File: config.mk
export PLATFORM = sky130hd
export DESIGN_NAME = systolic_feeder
export DESIGN_NICKNAME = d
export VERILOG_FILES = /design/src/rtl/systolic_pkg.sv /design/src/rtl/feeder_operand_bank.sv /design/src/rtl/systolic_feeder.sv
export SDC_FILE = /design/constraint.sdc
export NUM_CORES = 1
export LEC_CHECK = 0
export CORE_UTILIZATION = 42
export DETAILED_ROUTE_END_ITERATION = 6
export HOLD_SLACK_MARGIN = 0.05
export PLACE_DENSITY = 0.72
export RECOVER_POWER = 25
export SYNTH_ARGS = -nofsm -noshare
export SYNTH_HDL_FRONTEND = slang
export SYNTH_SLANG_ARGS = --single-unit
File: constraint.sdc
create_clock -name clk_i -period 2.2 [get_ports clk_i]
set_input_delay 0.66 -clock clk_i [delete_from_list [all_inputs] [get_ports clk_i]]
set_output_delay 0.66 -clock clk_i [all_outputs]
set_load 0.005 [all_outputs]
File: src/rtl/systolic_pkg.sv
// systolic_pkg: shared sizing helpers, state encoding and element slicing for the systolic feeder
package systolic_pkg;
   typedef enum logic [1:0] {IDLE, FEED, HOLD} state_t;
   function automatic int max_dim(int bus_w, int data_w);
      return bus_w / data_w;
   endfunction
   function automatic int feed_cycles(int md);
      return 3 * md - 2;
   endfunction
   function automatic int cnt_w(int md);
      return (feed_cycles(md) > 1) ? $clog2(feed_cycles(md)) : 1;
   endfunction
   function automatic int addr_w(int md);
      return (md > 1) ? $clog2(md) : 1;
   endfunction
   function automatic int elem_lsb(int k, int data_w);
      return k * data_w;
   endfunction
   localparam int MAX_DIM     = max_dim(64, 32);
   localparam int CNT_W       = cnt_w(MAX_DIM);
   localparam int FEED_CYCLES = feed_cycles(MAX_DIM);
endpackage

File: src/rtl/feeder_operand_bank.sv
// feeder_operand_bank: A-row and B-column buffers with skewed per-slot combinational read
module feeder_operand_bank
   import systolic_pkg::*;
#(
   parameter  int DATA_WIDTH = 32,
   parameter  int BUS_WIDTH  = 64,
   localparam int MD         = max_dim(BUS_WIDTH, DATA_WIDTH),
   localparam int AW         = addr_w(MD),
   localparam int CW         = cnt_w(MD)
) (
   input  logic                     clk_i,
   input  logic                     rst_ni,
   input  logic                     we_i,
   input  logic                     sel_i,
   input  logic [AW-1:0]            addr_i,
   input  logic [BUS_WIDTH-1:0]     data_i,
   input  logic [CW-1:0]            idx_i,
   output logic [MD*DATA_WIDTH-1:0] left_o,
   output logic [MD*DATA_WIDTH-1:0] up_o
);
   logic [BUS_WIDTH-1:0] a_q [MD];
   logic [BUS_WIDTH-1:0] b_q [MD];

   always_ff @(posedge clk_i or negedge rst_ni) begin
      if (!rst_ni) begin
         a_q <= '{default: '0};
         b_q <= '{default: '0};
      end else if (we_i) begin
         if (sel_i) b_q[addr_i] <= data_i;
         else       a_q[addr_i] <= data_i;
      end
   end

   // slot k carries element idx-k of its word; anything outside the word is zero padding
   always_comb begin
      left_o = '0;
      up_o   = '0;
      for (int k = 0; k < MD; k++) begin
         if (int'(idx_i) >= k && int'(idx_i) - k < MD) begin
            left_o[elem_lsb(k, DATA_WIDTH) +: DATA_WIDTH] = a_q[k][elem_lsb(int'(idx_i) - k, DATA_WIDTH) +: DATA_WIDTH];
            up_o[elem_lsb(k, DATA_WIDTH) +: DATA_WIDTH]   = b_q[k][elem_lsb(int'(idx_i) - k, DATA_WIDTH) +: DATA_WIDTH];
         end
      end
   end
endmodule

File: src/rtl/systolic_feeder.sv
// systolic_feeder: buffers A/B operands and drives skewed edges into a PE array until results are acked
module systolic_feeder
   import systolic_pkg::*;
#(
   parameter  int DATA_WIDTH = 32,
   parameter  int BUS_WIDTH  = 64,
   localparam int MD         = max_dim(BUS_WIDTH, DATA_WIDTH),
   localparam int AW         = addr_w(MD),
   localparam int CW         = cnt_w(MD),
   localparam int FC         = feed_cycles(MD)
) (
   input  logic                     clk_i,
   input  logic                     rst_ni,
   input  logic                     wr_en_i,
   input  logic                     wr_sel_i,
   input  logic [AW-1:0]            wr_addr_i,
   input  logic [BUS_WIDTH-1:0]     wr_data_i,
   output logic                     wr_ready_o,
   input  logic                     start_i,
   input  logic                     mode_i,
   input  logic                     res_ack_i,
   output logic [MD*DATA_WIDTH-1:0] left_o,
   output logic [MD*DATA_WIDTH-1:0] up_o,
   output logic                     start_bit_o,
   output logic                     mode_bit_o,
   output logic                     busy_o,
   output logic                     done_o
);
   state_t                  state;
   logic [CW-1:0]           cnt;
   logic [CW-1:0]           rd_idx;
   logic [MD*DATA_WIDTH-1:0] left_n, up_n;

   assign wr_ready_o = (state == IDLE) && !start_i;
   assign busy_o     = state != IDLE;
   // outputs are registered, so read one step ahead of the counter
   assign rd_idx     = (state == IDLE) ? '0 : cnt + 1'b1;

   feeder_operand_bank #(.DATA_WIDTH(DATA_WIDTH), .BUS_WIDTH(BUS_WIDTH)) u_bank (
      .clk_i  (clk_i),
      .rst_ni (rst_ni),
      .we_i   (wr_en_i && wr_ready_o),
      .sel_i  (wr_sel_i),
      .addr_i (wr_addr_i),
      .data_i (wr_data_i),
      .idx_i  (rd_idx),
      .left_o (left_n),
      .up_o   (up_n)
   );

   always_ff @(posedge clk_i or negedge rst_ni) begin
      if (!rst_ni) begin
         state       <= IDLE;
         cnt         <= '0;
         left_o      <= '0;
         up_o        <= '0;
         start_bit_o <= 1'b0;
         mode_bit_o  <= 1'b0;
         done_o      <= 1'b0;
      end else begin
         case (state)
            IDLE: if (start_i) begin
               state       <= FEED;
               cnt         <= '0;
               start_bit_o <= 1'b1;
               mode_bit_o  <= mode_i;
               left_o      <= left_n;
               up_o        <= up_n;
            end
            FEED: if (cnt == CW'(FC - 1)) begin
               state  <= HOLD;
               done_o <= 1'b1;
               left_o <= '0;
               up_o   <= '0;
            end else begin
               cnt    <= cnt + 1'b1;
               left_o <= left_n;
               up_o   <= up_n;
            end
            HOLD: begin
               done_o <= 1'b0;
               if (res_ack_i) begin
                  state       <= IDLE;
                  start_bit_o <= 1'b0;
                  mode_bit_o  <= 1'b0;
               end
            end
            default: state <= IDLE;
         endcase
      end
   end
endmodule

# Word level (Yosys, flattened, before mapping)
# Cells that the tools add are included.
[word_totals] in_bits=72 ff_bits=391 output_inout_bits=133 mem_bits_ro=0 n_memories=0 latch_bits=0 mem_bits_rw=0
[classes] shift=4 add_sub_neg=2 reduce_logical=17 mux=29 n_bitwise=2 eq_ne=7 n_div=0 mul=0 order_cmp=5
[ops] cell="2-to-1 mux 64 bit" count=5
[ops] cell="bitwise mux 128 bit" count=2
[ops] cell="case mux 64 bit (2 select lines)" count=2
[ops] cell="2-to-1 mux 32 bit" count=4
[ops] cell="indexed part select 64 x 32 -> 32 bit" count=2
[ops] cell="indexed part select 64 x 8 -> 32 bit" count=2
[ops] cell="demux 64 bit (select 1 bit)" count=1
[ops] cell="less-than comparator 32 x 3 -> 1 bit, second input constant" count=1
[ops] cell="2-to-1 mux 2 bit" count=6
[ops] cell="AND reduction 3 bit" count=3
[ops] cell="inequality test 2 bit, second input constant" count=4
[ops] cell="AND reduction 2 bit" count=4
[ops] cell="nonzero test 2 bit" count=4
[ops] cell="case mux 1 bit (2 select lines)" count=3
[ops] cell="case mux 2 bit (3 select lines)" count=1
[ops] cell="equality test 2 bit, second input constant" count=2
[ops] cell="logical AND 1 bit" count=4
[ops] cell="2-to-1 mux 1 bit" count=4
[ops] cell="case mux 2 bit (2 select lines)" count=1
[ops] cell="subtractor 2 x 1 -> 3 bit, second input constant" count=1
[ops] cell="adder 2 x 1 -> 2 bit, second input constant" count=1
[ops] cell="equality test 2 x 1 -> 1 bit, second input constant" count=1
[ops] cell="greater-or-equal comparator 2 x 1 -> 1 bit, second input constant" count=1
[ops] cell="greater-or-equal comparator 2 bit, second input constant" count=1
[ops] cell="other kinds (6)" count=6

# Longest topological paths before layout
# Gate-level depths: netlist of the first run.
[logic_depth] ltp_word=8 depth_mapped=8 ltp_nobuf=6

# Modules after synthesis
# From an unflattened synthesis of the first run, not the netlist that was laid out.
[hier_totals] cells_unflattened=1332 hier_area_um2=17997.3
[by_module_without_submodules] mod="feeder_operand_bank" cells_per_inst=832 n_inst=1 seq_area_each_um2=6406.1 area_per_inst_um2=11526.1
[by_module_without_submodules] mod="systolic_feeder" cells_per_inst=500 n_inst=1 seq_area_each_um2=3378.2 area_per_inst_um2=6471.2

# Least setup slack after synthesis of the first run
# OpenSTA, ideal clock, no wires.
[synth_timing] kind="flip-flop to flip-flop" startpoint="register state[0]" endpoint="register left_o[32]" slack_ps=172 required_time_ps=2117 t_arrival_ps=1945 stages_incl_launch_ff=9 setup_ps=83 n_path_buf=3 path_cell_list="dfrtp_1 > buf_2 > o21bai_2 > buf_2 > ha_1 > inv_1 > a2111o_1 > clkbuf_1 > o21ai_0"
[synth_between] elab_chain_cells=8 word_cells_on_any_way=15 cone_classes="add/sub (1); order compare (2); eq/ne (2); shift (1); mux (5); reduce/logical (4)"
[synth_lines] item="from (decl)" line_no="systolic_feeder.sv:29" source="state_t state;"
[synth_lines] item="from (signal assigned)" line_no="systolic_feeder.sv:53" source="state <= IDLE;"
[synth_lines] item="from (signal assigned)" line_no="systolic_feeder.sv:63" source="state <= FEED;"
[synth_lines] item="from (signal assigned)" line_no="systolic_feeder.sv:71" source="state <= HOLD;"
[synth_lines] item="logical NOT 2 bit" line_no="systolic_feeder.sv:37, systolic_feeder.sv:61"
[synth_lines] item="2-to-1 mux 2 bit" line_no="systolic_feeder.sv:37" source="assign rd_idx = (state == IDLE) ? '0 : cnt + 1'b1;"
[synth_lines] item="subtractor 2 x 1 -> 3 bit" line_no="feeder_operand_bank.sv:39, feeder_operand_bank.sv:40"
[synth_lines] item="less-than comparator 32 x 3 -> 1 bit" line_no="feeder_operand_bank.sv:39" source="if (int'(idx_i) >= k && int'(idx_i) - k < MD) begin"
[synth_lines] item="logical AND 1 bit" line_no="feeder_operand_bank.sv:39"
[synth_lines] item="2-to-1 mux 32 bit" line_no="feeder_operand_bank.sv:39"
[synth_lines] item="2-to-1 mux 64 bit (on tied branches)" line_no="systolic_feeder.sv:70, systolic_feeder.sv:62"
[synth_lines] item="case mux 64 bit (2 select lines)" line_no="systolic_feeder.sv:61" source="case (state)"
[synth_lines] item="to (signal assigned)" line_no="systolic_feeder.sv:67" source="left_o <= left_n;"
[synth_lines] item="to (signal assigned)" line_no="systolic_feeder.sv:77" source="left_o <= left_n;"
[synth_lines] item="to (decl)" line_no="systolic_feeder.sv:22" source="output logic [MD*DATA_WIDTH-1:0] left_o,"
# Several ways; a longest one is shown, not always the timed one. The select of a mux whose other input is x is not followed.
# A chain may end at the register's enable or synchronous reset.

# Worst setup path in the final report of the first run
[layout_timing] startpoint="register left_o[58]" endpoint="output port left_o[58]"
# No word-level cell between the ends.

==> flow_summary_export.csv, run 1 <==
group,metric,value,unit
finish,area_growth,25.7,%
timing,setup_tns,0,ns
routing,wl_per_cell,18.6,µm
timing,finalClockSkew,0.0195,ns
setup_path,cp.required,1.54,ns
timing,final_max_slew_viol_count,0,
finish,fin_cells,1890,
power_and_ir_drop,sw_frac_of_total,31.1,%
finish,fillers,3067,
finish,diodes,0,
place,dpl_cell_area,0.0187,mm²
global_routing,grt_max_degree,70,
setup_path,critPathCaptureType,"output pin",
cts,cts_tree,"built",
setup_path,worstPathCellList,"clkdlybuf4s50_1",
floorplanning,die_w,196,µm
finish,drive_gt1_share,26.3,%
setup_path,critPathLaunchType,"register",
global_routing,grt_overflow_total,0,
timing,rsz0062_at_grt,"false",
global_routing,grt_pass1_wl,56.8,mm
routing,drc,0,
setup_path,slowest_delay,0.52,ns
finish,seq_area,0.00978,mm²
floorplanning,initial_core_util,43.0,%
cts,htreeDepth,2,
place,io_buffers,204,
cts,cts.clk_slew.worst_paths,0.06,ns
yosys,yosysSeqAreaShare,61.7,%
floorplanning,dieArea,0.0386,mm²
finish,multi_input_area,0.00559,mm²
yosys,yosys_warnings,0,
setup_path,path_delay_family,"buffers and inverters",
place,placedCellCount,1820,
power_and_ir_drop,p_per_area,1390,mW/mm²
yosys,synth_area_per_cell,13.9,µm²
timing,max_clock_freq,469,MHz
setup_path,crit_fanout,2,
power_and_ir_drop,p_switching,8600,µW
floorplanning,core,0.0369,mm²
cts,cts_max_path_buffers,3,
setup_path,rrSetupSlack,0.11,ns
place,pre_cts_ws,-0.379,ns
yosys,ys_seq_elements,391,
finish,mostFrequentLayoutCells,"391 x dfrtp_1, 258 x mux2_2, 198 x clkdlybuf4s50_1",
yosys,synth_area,0.0159,mm²
finish,stdcell_area,0.0199,mm²
cts,cts_num_sinks,391,
setup_path,critPathKind,"reg2out",
routing,ant_nets,0,
power_and_ir_drop,internal-power,19100,µW
yosys,syn_nets,1212,
power_and_ir_drop,vdd_drop_max,1600,µV
finish,fin_util,54.1,%
routing,drt-pass1-iter-count,4,
place,gp_congestion,0.737,
floorplanning,ios,205,
setup_path,crit_arrival,1.47,ns
cts,numCtsBuffers,41,
routing,routed_via_density,5.17,
finish,layout.nets,1435,
timing,max_slew_margin,40.5,%
power_and_ir_drop,leakage,0.00923,µW
yosys,syn-instance-count,1138,
cts,cts_root_buffer,"clkbuf_16",
job,maxCapViolations,0,
timing,setup_slack,0.0662,ns
timing,period_share,97.0,%
min_path,holdCritPathClass,"reg2reg",
power_and_ir_drop,comb_power_share,34.0,%
setup_path,cp_slowest_cell,"clkdlybuf4s50_1",
global_routing,grt_pass1_vias,10300,
setup_path,path_buf_inv,1,
routing,vias,9770,
global_routing,grtUsageTotal,18.7,%
floorplanning,die_h,196,µm
timing,hold_viol_final,0,
run_status,status,"complete, no violations",
floorplanning,num_rows,70,
power_and_ir_drop,p_seq_share,41.3,%
timing,period_needed,2.13,ns
cts,clkLatencyLatePin,0.54,ns
global_routing,antenna_found_initial,2,
place,hpwl,22.7,mm
routing,drtIter0Drc,347,
timing,tightest_slew,0.892,ns
routing,drt_wl_total,35.2,mm
power_and_ir_drop,clock_power_share,24.7,%
finish,final_common_cell,"dfrtp_1",
yosys,ys_types,25,
timing,setup_viol,0,
routing by layer:
metal / track usage, % / up-vias / part of all wire [%]
met3: 4.06 / 39 / 5.1
met1: 25.0 / 5097 / 45
met2: 31.2 / 207 / 49
met4: 4.25 / 4 / 1.3
li1: - / 4423 / -
met5: 0 / - / 0.077
metrics by stage:
| stage | power [µW] | hold slack (ns) |
|---|---|---|
| 2_1_floorplan | 17200 | 0.364 |
| 3_3_place_gp | 20700 | 0.463 |
| 3_5_place_dp | 21100 | 0.470 |
| 4_1_cts | 28100 | 0.482 |
| 5_1_grt | 29400 | 0.498 |
| 6_report | 27700 | 0.478 |
sequential cells by signal, summed over array words and instances (netlist names):
register and flops:
u_bank.a_q 128, u_bank.b_q 128, left_o 64, up_o 64, cnt 2, state 2
done_o 1, mode_bit_o 1, start_bit_o 1
synthesized netlist by cell type:
cell / count / area [µm²]
mux2i_1: 128 / 1280
and3_1: 1 / 6.26
or2_2: 1 / 6.26
nor2b_1: 4 / 25.0
a21oi_1: 2 / 10.0
dfrtp_1: 391 / 9780
mux2_2: 258 / 2910
o21ai_0: 134 / 671
clkbuf_8: 4 / 55.1
nand2_2: 1 / 6.26
o21bai_2: 2 / 22.5
nor3b_1: 1 / 7.51
buf_6: 22 / 248
o21bai_1: 1 / 7.51
inv_1: 3 / 11.3
buf_4: 14 / 105
nor4b_4: 1 / 23.8
nand3b_1: 2 / 15.0
nor2_1: 4 / 15.0
clkbuf_1: 26 / 97.6
nand2_1: 129 / 484
a22o_1: 3 / 26.3
a2111o_1: 1 / 11.3
ha_1: 2 / 25.0
buf_2: 3 / 15.0
layout make-up:
class / count / share of cell area [%]
Sequential cell: 391 / 49.1
Multi-Input combinational cell: 675 / 28.0
Timing Repair Buffer: 249 / 13.0
Clock buffer: 60 / 6.07
Tap cell: 504 / 3.16
Clock inverter: 8 / 0.608
Inverter: 3 / 0.0565
timing repair:
| action | 4_1_cts | 5_1_grt |
|---|---|---|
| pin swaps | 0 | 0 |
| setup endpoints to repair | 2 | 3 |
| gates resized for setup | 3 | 3 |
| endpoints found under the hold margin | 5 | 0 |
| hold buffers | 1 | 0 |
| setup buffers | 1 | 0 |
tightest hold or removal path, stage by stage, from the launching register on:
cell and delay [ns]:
dfrtp_1 0.34, nand2_1 0.04, o21ai_0 0.06
worst paths after layout:
| check | start | end | cells past startpoint |
|---|---|---|---|
| max reg2reg | state[0] | u_bank.b_q[34] | 7 |
| min | up_o[40] | up_o[40] | 2 |
| max in group asynchronous | rst_ni | left_o[62] | 3 |
| min in group asynchronous | rst_ni | u_bank.b_q[88] | 2 |
| min reg2reg | up_o[40] | up_o[40] | 2 |
| max | left_o[58] | left_o[58] | 1 |
cells by family after synthesis:
kind of cell             Yosys count  synth area share [%]
AO/OA/AOI/OAI                    143                  4.72
AND/OR/NAND/NOR                  144                  3.71
flip-flops                       391                  61.7
adder cells (fa/ha/maj)            2                 0.158
multiplexers                     386                  26.4
buffers and inverters             72                  3.35
power groups by stage:
stage                     Sequential [µW]  Combinational, µW  Clock [µW]
after CTS                           11400               9620        7020
final                               11400               9400        6840
after floorplan                     11200               6010           0
after global routing                11800              10300        7300
after detailed placement            11500               9560           0
after global placement              11400               9300           0
No activity file was read; power rests on OpenSTA's default activity.
==> run 2, diff against run 1 <==
--- a/config.mk
+++ b/config.mk
@@ -5,10 +5,12 @@
 export SDC_FILE = /design/constraint.sdc
 export NUM_CORES = 1
 export LEC_CHECK = 0
+export CORE_MARGIN = 2
 export CORE_UTILIZATION = 42
+export CTS_CLUSTER_DIAMETER = 80
 export DETAILED_ROUTE_END_ITERATION = 6
 export HOLD_SLACK_MARGIN = 0.05
-export PLACE_DENSITY = 0.72
+export PLACE_DENSITY = 0.7
 export RECOVER_POWER = 25
 export SYNTH_ARGS = -nofsm -noshare
 export SYNTH_HDL_FRONTEND = slang
==> run 2 against run 1 <==
  * Via count decreased by 0.93%
  * Critical path depth unchanged
  * Combinational power increased by 0.5%
  * First-iteration DRC count increased by 7.8%
  * Cell count increased by 0.58%
  * Routed wire length increased by 1.1%
  * Sequential share of layout area decreased by 0.22 points
  * Critical endpoint is now left_o[32]
  * Largest power group unchanged
  * Clock skew decreased by 0.011 ns
  * Hold slack got worse by 0.0026 ns
  * Flip-flop and latch count unchanged
  * Clock power increased by 3.4%
  * Die area increased by 2.0%
==> flow_summary_export.csv, run 2 (same netlist as run 1, synthesis figures left out) <==
group,metric,value,unit
floorplanning,die_h,198,µm
cts,numCtsBuffers,41,
routing,vias,9679,
timing,tightest_slew,1.23,ns
setup_path,path_buf_inv,1,
timing,period_needed,2.15,ns
global_routing,antenna_found_initial,1,
cts,cts_num_sinks,391,
routing,drtIter0Drc,374,
setup_path,cp.required,1.54,ns
setup_path,critPathCaptureType,"output pin",
power_and_ir_drop,vdd_drop_max,931,µV
power_and_ir_drop,comb_power_share,33.8,%
cts,htreeDepth,2,
setup_path,slowest_delay,0.54,ns
timing,hold_viol_final,0,
power_and_ir_drop,p_per_area,1400,mW/mm²
timing,max_slew_margin,18.0,%
finish,layout.nets,1434,
finish,mostFrequentLayoutCells,"391 x dfrtp_1, 258 x mux2_2, 200 x clkdlybuf4s50_1",
cts,cts_max_path_buffers,3,
setup_path,crit_arrival,1.49,ns
power_and_ir_drop,p_seq_share,40.9,%
finish,area_growth,26.3,%
global_routing,grt_max_degree,68,
routing,ant_nets,0,
power_and_ir_drop,clock_power_share,25.3,%
power_and_ir_drop,internal-power,19300,µW
run_status,status,"complete, no violations",
place,io_buffers,204,
routing,wl_per_cell,18.7,µm
floorplanning,die_w,198,µm
setup_path,cp_slowest_cell,"clkdlybuf4s50_1",
timing,max_clock_freq,466,MHz
setup_path,worstPathCellList,"clkdlybuf4s50_1",
power_and_ir_drop,p_switching,8690,µW
floorplanning,initial_core_util,42.4,%
setup_path,path_delay_family,"buffers and inverters",
setup_path,critPathLaunchType,"register",
timing,final_max_slew_viol_count,0,
global_routing,grt_pass1_vias,10100,
finish,final_common_cell,"dfrtp_1",
routing,drt_wl_total,35.6,mm
job,maxCapViolations,0,
power_and_ir_drop,sw_frac_of_total,31.1,%
cts,clkLatencyLatePin,0.53,ns
timing,finalClockSkew,0.00825,ns
global_routing,grt_pass1_wl,56.6,mm
cts,cts_root_buffer,"clkbuf_16",
min_path,holdCritPathClass,"reg2reg",
timing,period_share,97.5,%
routing,drc,0,
floorplanning,dieArea,0.0393,mm²
finish,drive_gt1_share,26.9,%
routing,routed_via_density,5.09,
global_routing,grt_overflow_total,0,
place,gp_congestion,0.757,
place,hpwl,22.8,mm
cts,postCtsSetupBuffers,0,
setup_path,crit_fanout,2,
timing,setup_viol,0,
power_and_ir_drop,leakage,0.00925,µW
setup_path,critPathKind,"reg2out",
place,placedCellCount,1827,
floorplanning,ios,205,
global_routing,grtUsageTotal,18.4,%
cts,cts_tree,"built",
power_and_ir_drop,finalPower,28000,µW
cts,cts.clk_slew.worst_paths,0.06,ns
floorplanning,num_rows,71,
routing,drt-pass1-iter-count,5,
finish,largestRegisters,"u_bank.a_q: 128 flops, u_bank.b_q: 128 flops",
floorplanning,core,0.0374,mm²
finish,fin_cells,1901,
timing,rsz0062_at_grt,"false",
finish,diodes,0,
[run 2: routing by layer]
metal | routed length (µm) | track usage [%] | vias to the layer above
li1 | - | - | 4420
met1 | 16400 | 25.6 | 5034
met2 | 17000 | 30.1 | 183
met3 | 1610 | 3.29 | 40
met4 | 544 | 4.04 | 2
met5 | 13 | 0 | -
[run 2: path summary, 6_finish.rpt]
path / cells after the start / to / slack, ns / start
max: 1 / left_o[32] / 0.05 / left_o[32]
min: 2 / left_o[47] / 0.48 / left_o[47]
max reg2reg: 7 / up_o[52] / 0.12 / cnt[0]
min reg2reg: 2 / left_o[47] / 0.48 / left_o[47]
max in group asynchronous: 3 / u_bank.b_q[53] / 0.22 / rst_ni
min in group asynchronous: 2 / u_bank.b_q[31] / 0.93 / rst_ni
[run 2: power groups by stage]
stage               Clock (µW)  Sequential, µW  Combinational [µW]
finish                    7070           11400                9450
detailed placement           0           11500                9600
floorplan                    0           11200                6010
CTS                       7250           11400                9640
global route              7540           11800               10400
global placement             0           11400                9370
[run 2: what timing repair did]
action | CTS | global route
hold buffers | 1 | 0
endpoints found under the setup margin | 2 | 1
resized for setup | 3 | 1
endpoints found under the hold margin | 26 | 0
[run 2: stage by stage]
stage / area (µm²) / worst slack (ns) / setup TNS [ns] / util [%] / hold slack [ns]
after floorplan: 15900 / 0.172 / 0 / - / 0.364
after global placement: 18700 / -0.371 / -82.88 / 49.9 / 0.461
after detailed placement: 18700 / -0.396 / -85.91 / 49.9 / 0.471
after CTS: 20100 / 0.00434 / 0 / 53.6 / 0.485
after global routing: 20000 / 0.00725 / 0 / 53.6 / 0.501
final: 20000 / 0.0546 / 0 / 53.6 / 0.475
[run 2: cell type report]
class / instances / area (µm²)
Clock buffer: 64 / 1270
Clock inverter: 9 / 124
Fill cell: 3085 / 17400
Inverter: 3 / 11.3
Multi-Input combinational cell: 675 / 5590
Sequential cell: 391 / 9780
Tap cell: 511 / 639
Timing Repair Buffer: 248 / 2610
==> run 3, diff against run 2 <==
--- a/config.mk
+++ b/config.mk
@@ -6,11 +6,11 @@
 export NUM_CORES = 1
 export LEC_CHECK = 0
 export CORE_MARGIN = 2
-export CORE_UTILIZATION = 42
+export CORE_UTILIZATION = 55
 export CTS_CLUSTER_DIAMETER = 80
 export DETAILED_ROUTE_END_ITERATION = 6
 export HOLD_SLACK_MARGIN = 0.05
-export PLACE_DENSITY = 0.7
+export PLACE_DENSITY = 0.86
 export RECOVER_POWER = 25
 export SYNTH_ARGS = -nofsm -noshare
 export SYNTH_HDL_FRONTEND = slang
==> constraint.sdc (replaced) <==
create_clock -name clk_i -period 2.2 [get_ports clk_i]
set_input_delay 0.22 -clock clk_i [delete_from_list [all_inputs] [get_ports clk_i]]
set_output_delay 0.22 -clock clk_i [all_outputs]
set_load 0.005 [all_outputs]
==> run 3 against run 2 <==
  * Non-clock buffer count down 6
  * Flip-flop and latch count stayed put
  * Core utilization grew 15 points
  * Total power shrank 1.9%
  * Routed wire length rose by 1.2%
  * Design area decreased by 1.8%
  * Combinational power is 2.4% lower
  * Critical path depth rose by 6
  * Highest routed layer is now met4
==> flow_summary_export.csv, run 3 (same netlist as run 1, synthesis figures left out) <==
group,metric,value,unit
routing,wl_per_cell,20.4,µm
place,pre_cts_ws,0.0600,ns
cts,htreeDepth,2,
timing,period_needed,2.11,ns
timing,setup_tns,0,ns
timing,setup_viol,0,
min_path,holdCritPathClass,"in2reg",
place,gp_congestion,0.777,
floorplanning,die_h,174,µm
timing,max_slew_margin,2.80,%
timing,max_clock_freq,474,MHz
timing,period_share,95.9,%
setup_path,crit_arrival,2.53,ns
cts,cts.clk_slew.worst_paths,0.06,ns
power_and_ir_drop,p_per_area,1390,mW/mm²
timing,rsz0062_at_grt,"false",
finish,largestRegisters,"u_bank.a_q: 128 flops, u_bank.b_q: 128 flops",
power_and_ir_drop,finalPower,27400,µW
power_and_ir_drop,vdd_drop_max,1080,µV
cts,cts_num_sinks,391,
routing,ant_nets,0,
routing,drtIter0Drc,641,
timing,hold_viol_final,0,
cts,cts_root_buffer,"clkbuf_16",
floorplanning,num_rows,62,
timing,finalClockSkew,0.0197,ns
finish,drive_gt1_share,26.3,%
power_and_ir_drop,leakage,0.00913,µW
finish,area_growth,24.0,%
routing,drc,0,
timing,setup_slack,0.0900,ns
floorplanning,initial_core_util,55.6,%
setup_path,r2r_cells,7,
min_path,holdCritStartpoint,"wr_data_i[31]",
routing,routed_via_density,5.60,
routing,drt-pass1-iter-count,6,
routing,wl_met3,1.87,mm
floorplanning,die_w,174,µm
routing,top_layer,"met4",
place,io_buffers,204,
routing,vias,9899,
timing,tightest_slew,1.46,ns
cts,clkLatencyLatePin,0.52,ns
finish,layout.nets,1427,
setup_path,rr_startpoint,"cnt[0]",
global_routing,grt_pass1_wl,58.5,mm
setup_path,crit_fanout,64,
global_routing,grt_pass1_vias,10900,
run_status,status,"complete, no violations",
global_routing,grtUsageTotal,24.3,%
setup_path,critPathKind,"reg2reg",
setup_path,critPathLaunchType,"register",
setup_path,cp.required,2.62,ns
routing,drt-met1-wl,15.3,mm
finish,mostFrequentLayoutCells,"389 x dfrtp_1, 258 x mux2_2, 202 x clkdlybuf4s50_1",
setup_path,rr_endpoint,"left_o[41]",
global_routing,antenna_found_initial,2,
cts,cts_max_path_buffers,3,
setup_path,critPathCaptureType,"register",
floorplanning,ios,205,
global_routing,grt_overflow_total,0,
routing,drt_wl_total,36.0,mm
cts,numCtsBuffers,40,
cts,cts_tree,"built",
floorplanning,core,0.0285,mm²
job,maxCapViolations,0,
place,hpwl,22.7,mm
global_routing,grt_max_degree,132,
setup_path,rrSetupSlack,0.09,ns
min_path,worstHoldEndpoint,"u_bank.b_q[95]",
finish,final_common_cell,"dfrtp_1",
floorplanning,dieArea,0.0302,mm²
routing,wl_met2,18.0,mm
timing,final_max_slew_viol_count,0,
min_path,hold_depth,2,
-- run 3: worst max path at each step --
stage                         from               to  slack (ns)  depth (start not counted)
after floorplan           state[0]       left_o[32]        0.17                          8
after global placement     start_i  u_bank.b_q[102]        0.15                          5
after detailed placement  state[0]         up_o[53]        0.06                          7
after CTS                   cnt[0]         up_o[53]        0.06                          7
after global routing        cnt[0]       left_o[51]        0.01                          7
final                       cnt[0]       left_o[41]        0.09                          7
-- run 3: cell type report --
cell class	count	area, µm²
diodes	2	5.00
inverters	3	11.3
well taps	384	480
clock buffers	59	1180
clock inverters	11	108
repair buffers	242	2510
flip-flops and latches	391	9790
multi-input cells	675	5590
fillers	2007	8870
-- run 3: repair_timing --
action | 4_1_cts | 5_1_grt
hold buffers | 1 | 0
resized for setup | 3 | 1
endpoints found under the setup margin | 1 | 1
buffers inserted | 0 | 0
hold endpoints to repair | 194 | 0
-- run 3: metrics by stage --
step                      utilization, %  instances  hold slack, ns  instance area, µm²
after global placement              64.5       1694           0.172               18400
after floorplan                        -       1138         -0.0756               15900
after global routing                68.9       1765           0.420               19700
after detailed placement            64.5       1694           0.169               18400
final                               68.9       1767           0.404               19700
after CTS                           69.0       1765           0.213               19700
-- run 3: per-layer routing --
metal  GRT usage, %  vias up
li1               -     4412
met3           5.24       70
met1           32.0     5188
met2           41.2      229
met5              0        -
met4           6.76        0
-- run 3: critical path, stage by stage, from the launching register on --
cell,delay [ns]
dfrtp_1,0.41
ha_1,0.35
nand2_1,0.07
ha_1,0.27
inv_1,0.04
a2111o_2,0.37
buf_12,0.24
o21ai_0,0.24
-- run 3: power by group --
part | internal (µW) | total (µW) | switching, µW
clock | 3950 | 6640 | 2690
combinational | 4710 | 9220 | 4510
sequential | 10000 | 11600 | 1550
total | 18700 | 27400 | 8740
